## src/rtl/mips_cpu_alu_muldiv.sv

```systemverilog
// Execute-stage ALU for mips_cpu: single-cycle ALU ops, an iterative
// multiply/divide unit (one step per cycle) and architectural HI/LO.
`timescale 1ns/1ps
module mips_cpu_alu_muldiv #(
    parameter int WIDTH = 32,
    localparam int SA_W = $clog2(WIDTH)
) (
    input  logic             clk,
    input  logic             rst_n,
    input  logic             start,
    input  logic [4:0]       op,
    input  logic [WIDTH-1:0] a,
    input  logic [WIDTH-1:0] b,
    input  logic [SA_W-1:0]  sa,
    output logic [WIDTH-1:0] result,
    output logic             zero,
    output logic             done,
    output logic             busy,
    output logic [WIDTH-1:0] hi,
    output logic [WIDTH-1:0] lo
);

    localparam int CNT_W = SA_W + 1;

    typedef enum logic [4:0] {
        OP_AND   = 5'd0,  OP_OR    = 5'd1,  OP_ADD   = 5'd2,  OP_SUB   = 5'd3,
        OP_SLT   = 5'd4,  OP_XOR   = 5'd5,  OP_SLL   = 5'd6,  OP_SRL   = 5'd7,
        OP_SRA   = 5'd8,  OP_SLLV  = 5'd9,  OP_SRLV  = 5'd10, OP_SRAV  = 5'd11,
        OP_LUI   = 5'd12, OP_SLTU  = 5'd13, OP_PASSA = 5'd14, OP_PASSB = 5'd15,
        OP_MULT  = 5'd16, OP_MULTU = 5'd17, OP_DIV   = 5'd18, OP_DIVU  = 5'd19,
        OP_MTHI  = 5'd20, OP_MTLO  = 5'd21, OP_MFHI  = 5'd22, OP_MFLO  = 5'd23
    } op_e;

    typedef enum logic {S_IDLE, S_RUN} state_e;

    state_e state, state_nxt;

    logic                 accept, is_md_op, last_step;
    logic [WIDTH-1:0]     alu_res;
    logic                 op_signed, a_neg, b_neg;
    logic [WIDTH-1:0]     abs_a, abs_b;

    // Iteration state: acc is the product high half / partial remainder,
    // mq the product low half / dividend-then-quotient, mag_op the
    // multiplicand or divisor magnitude.
    logic [WIDTH-1:0]     acc, mq, mag_op, a_lat;
    logic                 md_div, neg_q, neg_r, dvz;
    logic [CNT_W-1:0]     cnt;

    logic [WIDTH:0]       mul_sum, div_shift, div_diff;
    logic [WIDTH-1:0]     acc_step, mq_step, hi_fin, lo_fin;
    logic [2*WIDTH-1:0]   prod, prod_fix;

    assign busy      = (state == S_RUN);
    assign accept    = start && (state == S_IDLE);
    assign is_md_op  = (op inside {OP_MULT, OP_MULTU, OP_DIV, OP_DIVU});
    assign last_step = (state == S_RUN) && (cnt == CNT_W'(WIDTH - 1));

    // Operand magnitudes; op[0] set means the unsigned variant.
    assign op_signed = ~op[0];
    assign a_neg     = op_signed & a[WIDTH-1];
    assign b_neg     = op_signed & b[WIDTH-1];
    assign abs_a     = a_neg ? -a : a;
    assign abs_b     = b_neg ? -b : b;

    // State register for the mul/div sequencer.
    always_ff @(posedge clk or negedge rst_n) begin
        if (!rst_n) state <= S_IDLE;
        else        state <= state_nxt;
    end

    // Next state: idle until a mul/div is accepted, then run WIDTH steps.
    always_comb begin
        // NOTE: every always_comb output gets a default first so no path
        // leaves it unassigned, which would infer a latch.
        state_nxt = state;
        case (state)
            S_IDLE:  if (accept && is_md_op) state_nxt = S_RUN;
            S_RUN:   if (last_step)          state_nxt = S_IDLE;
            default: state_nxt = S_IDLE;
        endcase
    end

    // Single-cycle ALU result.
    always_comb begin
        alu_res = '0;
        case (op)
            OP_AND:   alu_res = a & b;
            OP_OR:    alu_res = a | b;
            OP_ADD:   alu_res = a + b;
            OP_SUB:   alu_res = a - b;
            OP_SLT:   alu_res = WIDTH'($signed(a) < $signed(b));
            OP_XOR:   alu_res = a ^ b;
            OP_SLL:   alu_res = b << sa;
            OP_SRL:   alu_res = b >> sa;
            OP_SRA:   alu_res = $signed(b) >>> sa;
            OP_SLLV:  alu_res = b << a[SA_W-1:0];
            OP_SRLV:  alu_res = b >> a[SA_W-1:0];
            OP_SRAV:  alu_res = $signed(b) >>> a[SA_W-1:0];
            OP_LUI:   alu_res = {b[WIDTH/2-1:0], {(WIDTH/2){1'b0}}};
            OP_SLTU:  alu_res = WIDTH'(a < b);
            OP_PASSA: alu_res = a;
            OP_PASSB: alu_res = b;
            OP_MTHI:  alu_res = a;
            OP_MTLO:  alu_res = a;
            OP_MFHI:  alu_res = hi;
            OP_MFLO:  alu_res = lo;
            default:  alu_res = '0;
        endcase
    end

    // One shift-add (multiply) or restoring-subtract (divide) step, plus
    // the sign fix-up applied on the final step.
    always_comb begin
        mul_sum   = {1'b0, acc} + {1'b0, mag_op};
        div_shift = {acc, mq[WIDTH-1]};
        div_diff  = div_shift - {1'b0, mag_op};
        acc_step  = acc;
        mq_step   = mq;
        if (md_div) begin
            if (!div_diff[WIDTH]) begin
                acc_step = div_diff[WIDTH-1:0];
                mq_step  = {mq[WIDTH-2:0], 1'b1};
            end else begin
                acc_step = div_shift[WIDTH-1:0];
                mq_step  = {mq[WIDTH-2:0], 1'b0};
            end
        end else if (mq[0]) begin
            acc_step = mul_sum[WIDTH:1];
            mq_step  = {mul_sum[0], mq[WIDTH-1:1]};
        end else begin
            acc_step = {1'b0, acc[WIDTH-1:1]};
            mq_step  = {acc[0], mq[WIDTH-1:1]};
        end

        prod     = {acc_step, mq_step};
        prod_fix = neg_q ? -prod : prod;
        if (!md_div) begin
            hi_fin = prod_fix[2*WIDTH-1:WIDTH];
            lo_fin = prod_fix[WIDTH-1:0];
        end else if (dvz) begin
            hi_fin = a_lat;
            lo_fin = '1;
        end else begin
            hi_fin = neg_r ? -acc_step : acc_step;
            lo_fin = neg_q ? -mq_step  : mq_step;
        end
    end

    // Datapath and architectural registers.
    always_ff @(posedge clk or negedge rst_n) begin
        // NOTE: the iteration registers are reset along with the outputs so
        // an aborted operation leaves no stale state behind.
        if (!rst_n) begin
            result <= '0;
            zero   <= 1'b1;
            done   <= 1'b0;
            hi     <= '0;
            lo     <= '0;
            acc    <= '0;
            mq     <= '0;
            mag_op <= '0;
            a_lat  <= '0;
            md_div <= 1'b0;
            neg_q  <= 1'b0;
            neg_r  <= 1'b0;
            dvz    <= 1'b0;
            cnt    <= '0;
        end else begin
            // NOTE: non-blocking assignments throughout so every register
            // samples pre-edge values regardless of statement order.
            done <= 1'b0;
            if (accept && is_md_op) begin
                md_div <= op[1];
                acc    <= '0;
                mq     <= op[1] ? abs_a : abs_b;
                mag_op <= op[1] ? abs_b : abs_a;
                neg_q  <= a_neg ^ b_neg;
                neg_r  <= a_neg;
                dvz    <= (b == '0);
                a_lat  <= a;
                cnt    <= '0;
            end else if (accept) begin
                result <= alu_res;
                zero   <= (alu_res == '0);
                done   <= 1'b1;
                if (op == OP_MTHI) hi <= a;
                if (op == OP_MTLO) lo <= a;
            end else if (state == S_RUN) begin
                acc <= acc_step;
                mq  <= mq_step;
                cnt <= cnt + CNT_W'(1);
                if (last_step) begin
                    hi     <= hi_fin;
                    lo     <= lo_fin;
                    result <= lo_fin;
                    zero   <= (lo_fin == '0);
                    done   <= 1'b1;
                end
            end
        end
    end

endmodule

```

## config.mk

```make
export PLATFORM = sky130hd
export DESIGN_NAME = mips_cpu_alu_muldiv
export DESIGN_NICKNAME = d
export VERILOG_FILES = /design/src/rtl/mips_cpu_alu_muldiv.sv
export SDC_FILE = /design/constraint.sdc
export NUM_CORES = 2
export LEC_CHECK = 0
export ABC_AREA = 1
export CORE_ASPECT_RATIO = 1.1
export CORE_UTILIZATION = 48
export DETAILED_ROUTE_END_ITERATION = 8
export PLACE_DENSITY = 0.75
export SYNTH_ARGS = -nofsm -noshare
export SYNTH_HDL_FRONTEND = slang
export SYNTH_SLANG_ARGS = --single-unit
```

## constraint.sdc

```tcl
create_clock -name clk -period 3.52 [get_ports clk]
set_input_delay 0.528 -clock clk [delete_from_list [all_inputs] [get_ports clk]]
set_output_delay 0.528 -clock clk [all_outputs]
set_load 0.1 [all_outputs]
```

==> summary.md, run 1 <==
| Metric | Value |
|---|---|
| Syn Inst Count | `a little under 6000` |
| Clock root buffer master | `clkbuf_16` |
| Vias in the first global route | `about 53000` |
| Largest cells by area after synthesis | `nand2_1 20%, dfrtp_1 18%, nand3_1 9.2%` |
| Syn Area/Cell | `between 5 and 6 µm²` |
| Clock Sinks | `237` |
| RePlAce Congestion | `1.363` |
| H-tree depth | `1` |
| Status | `aborted with a tool error` |
| Post-synth top area cell | `nand2_1` |
| CTS max path bufs | `3` |
| Yosys reg bits | `237` |
| Largest net degree at the start of global routing | `74` |
| Starting density of the core | `just under 50%` |
| Failed at | `global routing (5_1_grt)` |
| HPWL after DPL | `between 150000 and 200000 µm` |
| Global route overflow | `22` |
| Err | `[ERROR GRT-0116] Global routing finished with congestion. Check the congestion regions in the DRC Viewer.` |
| Global-route usage over all layers | `between 70% and 80%` |
| Async SR Flop Fraction | `100.0%` |
| Die Wd | `254.6 µm` |
| EDFF count, synth | `0` |
| Port Buf Inserts | `around 180` |
| Post-synth top area share | `19.51%` |
| Register area share after synthesis | `between 10% and 20%` |
| Synth warn | `0` |
| Post-synth top flop | `dfrtp_1` |
| First-pass GRT wire length | `368000 µm` |
| Synth cell types | `64` |
| DP Area | `approximately 0.047 mm²` |
| Height of the die | `279.8 µm` |
| CTS buffer count | `24` |
| I/O pins | `between 150 and 200` |
| FP Rows | `101` |
| Mapped cell area | `0.03368 mm²` |
| Syn_nets | `6203` |
-- synth_stat cells (22+ instances only) --
cell	count
o21ai_1	69
o211ai_1	88
nand4_1	66
a21oi_1	293
ha_1	165
nand2_2	34
a22oi_1	24
xor2_1	81
o221ai_1	35
nand3_1	617
o21ai_0	417
nor2_1	622
nand2_1	1750
nor3_1	63
a221oi_1	33
nor2_2	22
o22ai_1	66
buf_2	46
a31oi_1	65
dfrtp_1	236
clkbuf_1	183
inv_1	696
or2_2	27
-- repair_timing --
| action | 4_1_cts |
|---|---|
| hold buffers | 1 |
| gates cloned | 3 |
| buffers inserted | 46 |
| endpoints found under the hold margin | 42 |
| resized for setup | 322 |
| endpoints found under the setup margin | 97 |
| pin swaps | 75 |
-- through the flow --
stage / setup TNS [ns] / std cells / util (%) / hold WS [ns] / worst slack (ns)
4_1_cts: -12.05 / 8347 / 71.56 / 0.4896 / -0.5463
3_5_place_dp: -69.78 / 8256 / 68.13 / 0.4702 / -1.392
3_3_place_gp: -64.53 / 8256 / 68.13 / 0.4680 / -1.446
2_1_floorplan: -1.884 / 5957 / - / 0.2324 / -0.3072
-- cells by family after synthesis --
kind of cell	count (synthesis)	synth area share [%]
buf+inv	1002	11.80
flops	237	17.61
fa+ha+maj	169	6.368
compound gates	1179	20.46
xor+xnor	95	2.471
simple gates	3272	41.21
mux	3	0.08917
-- metal layers --
layer,track usage [%],GRT overflow
met1,71.98,0
met2,89.27,13
met3,50.55,0
met4,72.75,9
met5,14.63,0
==> run 2, diff against run 1 <==
CORE_ASPECT_RATIO = default   (was 1.1)
CORE_UTILIZATION = 33   (was 48)
PLACE_DENSITY = default   (was 0.75)
PLACE_DENSITY_LB_ADDON = 0.15   (was default)
clock period = 4.6 ns   (was 3.52 ns; I/O delays follow)
==> run 2 against run 1 <==
Compared with the run above: the flow now finishes, with violations (setup timing); synthesized area unchanged; synthesized cell count stayed put.
==> summary.md, run 2 <==
| Metric | Value |
|---|---|
| Final hold viol count | `0` |
| WP data required | `slightly above 5 ns` |
| Largest cells by area after synthesis | `nand2_1 20%, dfrtp_1 18%, nand3_1 9.2%` |
| Post-route minimum period | `about 4.6 ns` |
| Clock root buffer master | `clkbuf_16` |
| First-pass GRT wire length | `359400 µm` |
| Register Area | `approximately 0.0059 mm²` |
| Synth cell types | `64 (unchanged)` |
| EDFF count, synth | `0 (unchanged)` |
| Core ar. | `about 0.1 mm²` |
| Critical Path Max Stage Delay | `around 0.73 ns` |
| Top sig layer | `met5` |
| Largest net degree at the start of global routing | `77` |
| CTS tree | `yes` |
| HP Class | `input port to asynchronous set/reset pin` |
| Starting density of the core | `33.48% (-15 points)` |
| Commonest cells in the synthesized netlist | `1750 x nand2_1, 696 x inv_1, 622 x nor2_1` |
| Worst relative slew slack | `slightly above 7%` |
| Startpoint Class | `input port` |
| Commonest non-fill, non-tap cell in the layout | `nand2_1` |
| Fillers | `~11000` |
| Routed via count | `approximately 50000` |
| Cell mode on critical path | `buf_4` |
| Worst-path clk slew | `approximately 0.060 ns` |
| Peak Freq | `around 0.22 GHz` |
| Global route overflow | `0` |
| Slew @ Worst Pin | `~1.4 ns` |
| Mapped cell area | `0.03368 mm² (unchanged)` |
| Final critical-path share of the clock period | `100.1%` |
| Nets | `between 7000 and 8000` |
| I/O pins | `176 (unchanged)` |
| Failing checks | `setup timing` |
| Initial antenna violation count | `32` |
| Share of cells above drive strength 1 | `about a fifth` |
| Most instantiated library cell after synthesis | `nand2_1` |
| WL met1 | `approximately 100000 µm` |
| DR iter-0 viols | `slightly above 7000` |
| Global-route usage over all layers | `roughly 50%` |
| RePlAce Congestion | `1.132 (-17%)` |
| CP Class | `input port to flop` |
| Final setup violation count | `1` |
| Status | `finished, violations left` |
| Total of max-cap violations | `0` |
| Final Max Tran Viols | `0` |
| Final wirelength | `~270000 µm` |
| Peak VDD IR | `0.5702 mV` |
| Worst setup margin | `-0.003842 ns` |
| Arr. time, crit path | `slightly above 5 ns` |
| WP buf/inv | `7` |
| Kind of cell adding the most delay to the critical path | `buffers and inverters` |
| Worst skew pair latency | `0.62 ns` |
| Yosys reg bits | `237 (unchanged)` |
| Footprint of the multi-input gates | `0.02411 mm²` |
| Top fanout value on the critical path | `5` |
| Synth warn | `0 (unchanged)` |
| Syn Area/Cell | `5.653 µm² (unchanged)` |
| Clock Skews | `0.03078 ns` |
| DR WL/cell | `~31 µm` |
| CTS buffer count | `34 (+42%)` |
| HPWL after DPL | `220100 µm (+23%)` |
| Post-synth top flop | `dfrtp_1` |
| Syn Inst Count | `5957 (unchanged)` |
| Final hold slack | `between 0.05 and 0.06 ns` |
| Post-synth top area cell | `nand2_1` |
| Routed Antenna Nets | `0` |
| CP Cell Sequence | `clkdlybuf4s50_1 > inv_1 > ha_1 > a21oi_1 > buf_4 > buf_4 > a21boi_0 > inv_1 > nand3_1 > nand3_1 > nor2_1 > o21ai_0 > a21oi_1 > nand4_1 > buf_4 > o21ai_0 > buf_4 > a31oi_1` |
| FP Rows | `116 (+15%)` |
| Die Wd | `321.5 µm (+26%)` |
| Register area share after synthesis | `17.61% (unchanged)` |
| P&R area growth vs syn | `39.45%` |
| DRT Pass-1 Iters | `6` |
| Height of the die | `321.5 µm (+15%)` |
| Hold buffers post-CTS | `0 (-1)` |
| DRC viols | `0` |
| Leakage | `roughly 0.024 µW` |
| CTS max path bufs | `3 (unchanged)` |
| Power per standard cell area | `634.3 mW/mm²` |
| CP endpoint kind | `flop` |
| Most frequent cells in the layout | `1729 x nand2_1, 1166 x buf_4, 687 x inv_1` |
| Met2 WL post-DR | `~100000 µm` |
| Syn_nets | `6203 (unchanged)` |
| H-tree depth | `2 (+1)` |
| Vias in the first global route | `~46000` |
| Worst Setup Slack post-DPL | `-0.7560 ns (+0.6361 ns)` |
| Async SR Flop Fraction | `100.0% (unchanged)` |
| DIE AREA | `0.1033 mm²` |
| RSZ-0062 raised after global routing | `yes` |
| Detail Route met3 WL | `32980 µm` |
| Post-synth top area share | `19.51% (unchanged)` |
| CP max-delay cell | `o21ai_0` |
| Clock Sinks | `237 (unchanged)` |
| Vias per std cell | `5.845` |
| Port Buf Inserts | `175 (unchanged)` |
==> run 2: cell counts after synthesis <==
No cell type changed its count.
==> run 2: area by class of cell <==
cell class / count / share of cell area, %
Multi-Input combinational cell: 4718 / 51.33
Timing Repair Buffer: 1380 / 24.02
Sequential cell: 237 / 12.64
Inverter: 728 / 5.824
Tap cell: 1357 / 3.615
Clock buffer: 48 / 2.094
Clock inverter: 12 / 0.3623
Antenna cell: 20 / 0.1066
==> run 2: stage by stage <==
stage | setup TNS (ns) | std cells | area [µm²] | power [µW] | utilization, %
after floorplan | 0 | 5957 | 33680 | 15790 | -
after global placement | -4.667 | 8410 | 45420 | 25630 | 45.16
after detailed placement | -4.278 | 8410 | 45420 | 25710 | 45.16
after CTS | 0 | 8475 | 46720 | 28720 | 46.45
after global routing | -0.1158 | 8487 | 46930 | 30980 | 46.66
final | -0.003842 | 8500 | 46960 | 29790 | 46.69
==> run 2: path summary, 6_finish.rpt <==
| check | startpoint | slack (ns) | endpoint | cells after the start |
|---|---|---|---|---|
| max in group asynchronous | rst_n | 3.52 | zero | 2 |
| max | a[5] | -0.004 | result[22] | 18 |
| max reg2reg | mq[31] | 0.07 | hi[12] | 34 |
| min in group clk | a_lat[0] | 0.49 | a_lat[0] | 2 |
| min | rst_n | 0.06 | acc[26] | 1 |
| min reg2reg | a_lat[0] | 0.49 | a_lat[0] | 2 |
==> run 2: cell families after synthesis <==
family / synth area share (%)
adders and majority gates: 6.368
and+or+nand+nor: 41.21
AOI/OAI and AO/OA: 20.46
muxes: 0.08917
DFF: 17.61
xor gates and xnor gates: 2.471
buffers and inverters: 11.80
==> run 2: where the power goes <==
part	leakage [µW]	internal [µW]	switching [µW]
clock network	0.000557	1620	1220
logic	0.0204	7060	16100
registers	0.00280	2890	906
==> run 2: what timing repair did <==
item	in CTS	in global routing
setup buffers	5	5
pin swaps	17	26
endpoints found under the setup margin	12	25
gates resized for setup	36	42
==> run 2: metal layers <==
layer	track usage [%]	up-vias
met1	60.81	23400
met5	1.135	-
li1	-	21950
met4	41.88	38
met3	17.03	961
met2	70.57	3333
Note: power is estimated with default switching activity, not from simulation.
